$ cat config.mk
export PLATFORM = sky130hd
export DESIGN_NAME = led_serial_rx_flat
export DESIGN_NICKNAME = d
export VERILOG_FILES = /design/src/rtl/led_serial_rx_pkg.sv /design/src/rtl/led_serial_rx_if.sv /design/src/rtl/led_serial_rx_sync_edge.sv /design/src/rtl/led_serial_rx.sv /design/src/flat_wrapper.sv
export SDC_FILE = /design/constraint.sdc
export NUM_CORES = 1
export LEC_CHECK = 0
export ABC_AREA = 1
export CORE_MARGIN = 1.5
export CORE_UTILIZATION = 53
export DETAILED_ROUTE_END_ITERATION = 8
export PLACE_DENSITY = 0.89
export SKIP_CTS_REPAIR_TIMING = 1
export SLEW_MARGIN = 20
export SYNTH_ARGS = -nofsm -noshare
export SYNTH_HDL_FRONTEND = slang
export SYNTH_HIERARCHICAL = 1
export SYNTH_SLANG_ARGS = --single-unit
$ cat constraint.sdc
create_clock -name clk -period 1.8 [get_ports clk]
set_clock_uncertainty 0.05 [all_clocks]
set_input_delay 0.27 -clock clk [delete_from_list [all_inputs] [get_ports clk]]
set_output_delay 0.27 -clock clk [all_outputs]
set_load 0.03 [all_outputs]
$ cat src/rtl/led_serial_rx_pkg.sv
// led_serial_rx_pkg: shared FSM encoding and counter width for the LED serial receiver
package led_serial_rx_pkg;
  localparam int CNT_W = 6;
  typedef enum logic [1:0] {IDLE = 2'd0, SHIFT = 2'd1, LATCH = 2'd2} state_t;
endpackage

$ cat src/rtl/led_serial_rx_if.sv
// led_serial_rx_if: serial link from the LED driver plus the received-frame outputs
interface led_serial_rx_if #(parameter int DATA_BITS = 16) ();
  import led_serial_rx_pkg::*;
  logic                 sclk;
  logic                 sclrn;
  logic                 sout;
  logic                 EN;
  logic [DATA_BITS-1:0] PData;
  logic                 valid;
  logic                 frame_err;
  logic [CNT_W-1:0]     bit_cnt;
  modport master (output sclk, sclrn, sout, EN, input PData, valid, frame_err, bit_cnt);
  modport slave  (input sclk, sclrn, sout, EN, output PData, valid, frame_err, bit_cnt);
endinterface

$ cat src/rtl/led_serial_rx_sync_edge.sv
// sync_edge: 2-flop synchronizer with a third copy for rising-edge detection
module sync_edge (
  input  logic clk,
  input  logic rstn,
  input  logic d,
  output logic level,
  output logic rise
);
  logic [2:0] s;
  always_ff @(posedge clk or negedge rstn)
    if (!rstn) s <= '0;
    else       s <= {s[1:0], d};
  assign level = s[1];
  assign rise  = s[1] & ~s[2];
endmodule

$ cat src/rtl/led_serial_rx.sv
// led_serial_rx: deserializes LED driver frames and latches them on the EN strobe
module led_serial_rx
  import led_serial_rx_pkg::*;
#(
  parameter int DATA_BITS = 16,
  parameter bit DIR       = 1'b0
) (
  input logic           clk,
  input logic           rstn,
  led_serial_rx_if.slave bus
);
  logic sclk_lvl, sclk_rise, clr_lvl, clr_rise, sout_lvl, sout_rise, en_lvl, en_rise, unused_ok;
  state_t state, state_d;
  logic [DATA_BITS-1:0] sr, sr_d, pdata, pdata_d, shifted;
  logic [CNT_W-1:0] cnt, cnt_d, cnt_inc;
  logic valid, valid_d, err, err_d, good;
  sync_edge u_sclk  (.clk, .rstn, .d(bus.sclk),  .level(sclk_lvl), .rise(sclk_rise));
  sync_edge u_sclrn (.clk, .rstn, .d(bus.sclrn), .level(clr_lvl),  .rise(clr_rise));
  sync_edge u_sout  (.clk, .rstn, .d(bus.sout),  .level(sout_lvl), .rise(sout_rise));
  sync_edge u_en    (.clk, .rstn, .d(bus.EN),    .level(en_lvl),   .rise(en_rise));
  assign unused_ok = &{1'b0, sclk_lvl, clr_rise, sout_rise, en_lvl};
  assign shifted = DIR ? {sout_lvl, sr[DATA_BITS-1:1]} : {sr[DATA_BITS-2:0], sout_lvl};
  assign cnt_inc = &cnt ? cnt : cnt + 1'b1;
  assign good    = cnt == CNT_W'(DATA_BITS);
  // A strobe arriving with the bit that completes the frame still latches it, using the updated count
  always_comb begin
    state_d = state;
    sr_d    = sr;
    cnt_d   = cnt;
    pdata_d = pdata;
    valid_d = 1'b0;
    err_d   = 1'b0;
    case (state)
      IDLE, SHIFT: begin
        sr_d    = !clr_lvl ? '0 : sclk_rise ? shifted : sr;
        cnt_d   = !clr_lvl ? '0 : sclk_rise ? cnt_inc : cnt;
        state_d = !clr_lvl ? IDLE
                : en_rise && (sclk_rise || state == SHIFT) ? LATCH
                : sclk_rise ? SHIFT : state;
      end
      LATCH: begin
        pdata_d = good ? sr : pdata;
        valid_d = good;
        err_d   = !good;
        cnt_d   = '0;
        state_d = IDLE;
      end
      default: state_d = IDLE;
    endcase
  end
  always_ff @(posedge clk or negedge rstn)
    if (!rstn) begin
      state <= IDLE;
      sr    <= '0;
      cnt   <= '0;
      pdata <= '0;
      valid <= 1'b0;
      err   <= 1'b0;
    end else begin
      state <= state_d;
      sr    <= sr_d;
      cnt   <= cnt_d;
      pdata <= pdata_d;
      valid <= valid_d;
      err   <= err_d;
    end
  assign bus.PData     = pdata;
  assign bus.valid     = valid;
  assign bus.frame_err = err;
  assign bus.bit_cnt   = cnt;
endmodule

$ cat src/flat_wrapper.sv
// flat-port wrapper written by rule: the top's interface ports become plain ports
module led_serial_rx_flat import led_serial_rx_pkg::*;
#(
  parameter int DATA_BITS = 16,
  parameter bit DIR       = 1'b0
)
  (clk, rstn, bus_sclk, bus_sclrn, bus_sout, bus_EN, bus_PData, bus_valid, bus_frame_err, bus_bit_cnt);
  led_serial_rx_if #(.DATA_BITS(DATA_BITS)) bus_i ();
  input logic clk;
  input logic rstn;
  input wire logic [$bits(bus_i.sclk)-1:0] bus_sclk;
  input wire logic [$bits(bus_i.sclrn)-1:0] bus_sclrn;
  input wire logic [$bits(bus_i.sout)-1:0] bus_sout;
  input wire logic [$bits(bus_i.EN)-1:0] bus_EN;
  output wire logic [$bits(bus_i.PData)-1:0] bus_PData;
  output wire logic [$bits(bus_i.valid)-1:0] bus_valid;
  output wire logic [$bits(bus_i.frame_err)-1:0] bus_frame_err;
  output wire logic [$bits(bus_i.bit_cnt)-1:0] bus_bit_cnt;
  assign bus_i.sclk = bus_sclk;
  assign bus_i.sclrn = bus_sclrn;
  assign bus_i.sout = bus_sout;
  assign bus_i.EN = bus_EN;
  assign bus_PData = bus_i.PData;
  assign bus_valid = bus_i.valid;
  assign bus_frame_err = bus_i.frame_err;
  assign bus_bit_cnt = bus_i.bit_cnt;
  led_serial_rx #(.DATA_BITS(DATA_BITS), .DIR(DIR)) u_core (.clk(clk), .rstn(rstn), .bus(bus_i));
endmodule
==> flow_metrics.tcl <==
set metrics [dict create \
    highest_clock_rate_ghz 0.580 \
    maxSlewViolCount 0 \
    area_used_by_multi_input_combinational_logic_um2 639 \
    io_pins 30 \
    fillerInstances 282 \
    first_global_vias 1366 \
    detailedPlacementHpwl_um 2510 \
    fin_crit_ps 1720 \
    path_buf_inv 1 \
    grt_antenna_before_repair 0 \
    post-route-period-util_pct 95.7 \
    cp_slowest_stage_delay_ps 700 \
    critPathLaunchType "register" \
    power_density_mw_per_mm2 796 \
    placeableCoreArea_mm2 0.00374 \
    inserted_diodes 0 \
    yosys_warnings 6 \
    top_usage_layer "met2" \
    critPathRequiredTime_ps 1480 \
    critical_path.endpoint_type "primary output" \
    clk_pin_slew_ps 90 \
    drt-wirelength-per-cell_um 13.1 \
    run_status "finished clean" \
    setup.worst_path.start "u_core/bus.bit_cnt[0]$_DFFE_PN0P_" \
    grt_util_met2_pct 32.6 \
    static_leakage_nw 1.20 \
    grt_max_degree 31 \
    vias_per_cell 5.16 \
    max-clock-path-buffers 2 \
    setup_repair_after_global_routing_missed_its_margin "no" \
    groute.layer.met3.usage_pct 4.77 \
    family_with_the_most_delay_on_the_worst_path "buffers and inverters" \
    drcViolationCount 0 \
    cts_h_tree_depth 2 \
    post-place-ws_ps 156 \
    reg2regPathDepth 8 \
    crit_path_cell_trace "clkdlybuf4s50_1" \
    endpoint "bus_bit_cnt[0]" \
    timing.max_cap.violations 0 \
    final_core_utilization_pct 69.0 \
    clock-sinks 52 \
    tritoncts "yes" \
    grt_use_total_pct 19.5 \
    timing.rr.end "u_core/bus.PData[14]$_DFFE_PN0P_" \
    globalRouteOverflowTotal 0 \
    worstSkewPairLatency_ps 300 \
    finalNetCount 236 \
    critical_path_peak_fanout 4 \
    drive_above_1_share_pct 25.8 \
    grt_pass1_wl_um 6200 \
    number_of_endpoints_with_negative_hold_slack_in_the_final_report 0 \
    root_buf_cell "sky130_fd_sc_hd__clkbuf_8" \
    cp_num_cells 1 \
    totalWireLength_um 3630 \
    final-seq-area_mm2 0.00130 \
    timing.setup.critical_path_class "reg2out" \
    vias 1429 \
    post_synth_inst_count 190 \
    area.growth.synth_to_final_pct 22.7 \
    max_slew.worst_pin.slew_ps 321 \
    cp.arrival_ps 1400 \
    die_width_um 66.0 \
    critPathSlowestCell "sky130_fd_sc_hd__clkdlybuf4s50_1" \
    ant_nets 0 \
    report.final.setup_viol 0 \
    gpl.final_weighted_congestion 0.802 \
    mappedNetlistArea_mm2 0.00210 \
    max_slew_margin_pct 78.5 \
    initialDrtViolationCount 94 \
    globalRouteMet1Util_pct 24.1 \
    std_cell_rows 22 \
    worst_ir_drop_vdd_v 0.000632 \
    hold_class "in2async" \
    die_y_um 66.0 \
    setup_slack_ps 76.8 \
    worst_hold_slack_ps 257 \
    post_synth.cell_area_avg_um2 11.1 \
    dieArea_mm2 0.00436 \
    regToRegStartpoint "u_core/bus.bit_cnt[0]$_DFFE_PN0P_" \
    quantity_of_i_o_buffers_inserted_on_ports 29 \
    setup.reg_to_reg.worst_slack_ps 140 \
    starting_density_of_the_core_pct 56.2 \
    syn-num-nets 198 \
    cts-buffers-inserted 5 \
    drtPass1Iterations 4 \
]
==> stage by stage <==
| stage | area, um2 | instances | setup TNS (ps) | total power, mW |
|---|---|---|---|---|
| 6_report | 2580 | 277 | 0 | 2.05 |
| 2_1_floorplan | 2100 | 190 | 0 | 1.33 |
| 5_1_grt | 2580 | 277 | 0 | 2.15 |
| 3_5_place_dp | 2470 | 268 | 0 | 1.40 |
| 3_3_place_gp | 2470 | 268 | 0 | 1.40 |
| 4_1_cts | 2560 | 276 | -27.6 | 2.08 |
==> cell type report <==
| class | instances | share of cell area (%) |
|---|---|---|
| well taps | 48 | 2.33 |
| multi-input cells | 103 | 24.8 |
| clock inverters | 1 | 0.291 |
| repair buffers | 36 | 14.4 |
| flip-flops and latches | 52 | 50.4 |
| inverters | 30 | 4.41 |
| clock buffers | 7 | 3.34 |
==> cell usage in the layout, fill, tap and decap left out <==
master / n
sky130_fd_sc_hd__inv_1: 23
sky130_fd_sc_hd__ha_1: 2
sky130_fd_sc_hd__nand2_2: 15
sky130_fd_sc_hd__nor2_1: 7
sky130_fd_sc_hd__clkbuf_8: 6
sky130_fd_sc_hd__o22ai_1: 15
sky130_fd_sc_hd__buf_12: 2
sky130_fd_sc_hd__nand2_1: 22
sky130_fd_sc_hd__clkbuf_1: 1
sky130_fd_sc_hd__inv_2: 5
sky130_fd_sc_hd__o21ai_2: 16
sky130_fd_sc_hd__clkdlybuf4s50_1: 25
sky130_fd_sc_hd__nand3_4: 1
sky130_fd_sc_hd__dlygate4sd3_1: 1
sky130_fd_sc_hd__buf_4: 4
sky130_fd_sc_hd__dfrtp_1: 52
sky130_fd_sc_hd__nand3_1: 6
sky130_fd_sc_hd__dlymetal6s2s_1: 3
sky130_fd_sc_hd__xor2_1: 1
sky130_fd_sc_hd__a21oi_4: 1
sky130_fd_sc_hd__o21ai_1: 5
sky130_fd_sc_hd__clkinvlp_4: 1
sky130_fd_sc_hd__a21oi_1: 3
sky130_fd_sc_hd__nor3b_1: 1
sky130_fd_sc_hd__nor2_2: 4
sky130_fd_sc_hd__buf_2: 1
sky130_fd_sc_hd__clkinv_2: 1
sky130_fd_sc_hd__clkinv_1: 1
sky130_fd_sc_hd__nor3_1: 2
sky130_fd_sc_hd__nand2_4: 2
==> metal layers <==
metal	up-vias	share of wire (%)	wire [um]
met4	0	2.2	80
li1	686	-	-
met1	713	42	1520
met2	23	53	1920
met3	7	2.9	106
met5	-	0	0
==> worst min-delay path by stage <==
stage | to | slack (ps) | cells past startpoint
finish | u_core/bus.PData[15]$_DFFE_PN0P_ | 260 | 2
global route | u_core/bus.PData[15]$_DFFE_PN0P_ | 260 | 2
CTS | u_core/bus.PData[15]$_DFFE_PN0P_ | -280 | 1
detailed placement | u_core/bus.PData[15]$_DFFE_PN0P_ | 50 | 1
global placement | u_core/bus.PData[15]$_DFFE_PN0P_ | 50 | 1
floorplan | u_core/bus.PData[0]$_DFFE_PN0P_ | -80 | 0
==> worst reg2reg max path, delay by kind of cell (launching register included) <==
kind                       cells  cell delay, ps
DFF                            1             420
adders and majority gates      1             160
AOI/OAI and AO/OA              1              60
buffers and inverters          2             350
and+or+nand+nor                4             530
==> flip-flops by register name, summed over array words and instances (netlist names) <==
register / flops
u_core/bus.PData: 16
u_core/sr: 16
u_core/bus.bit_cnt: 6
u_core/u_en/s: 3
u_core/u_sclk/s: 3
u_core/state: 2
u_core/u_sclrn/s: 2
u_core/u_sout/s: 2
u_core/bus.frame_err: 1
u_core/bus.valid: 1
==> power by group <==
| part | internal [mW] | switching (mW) |
|---|---|---|
| clock network | 0.313 | 0.362 |
| registers | 1.19 | 0.0201 |
| logic | 0.0614 | 0.106 |
No activity file was read; power rests on OpenSTA's default activity.
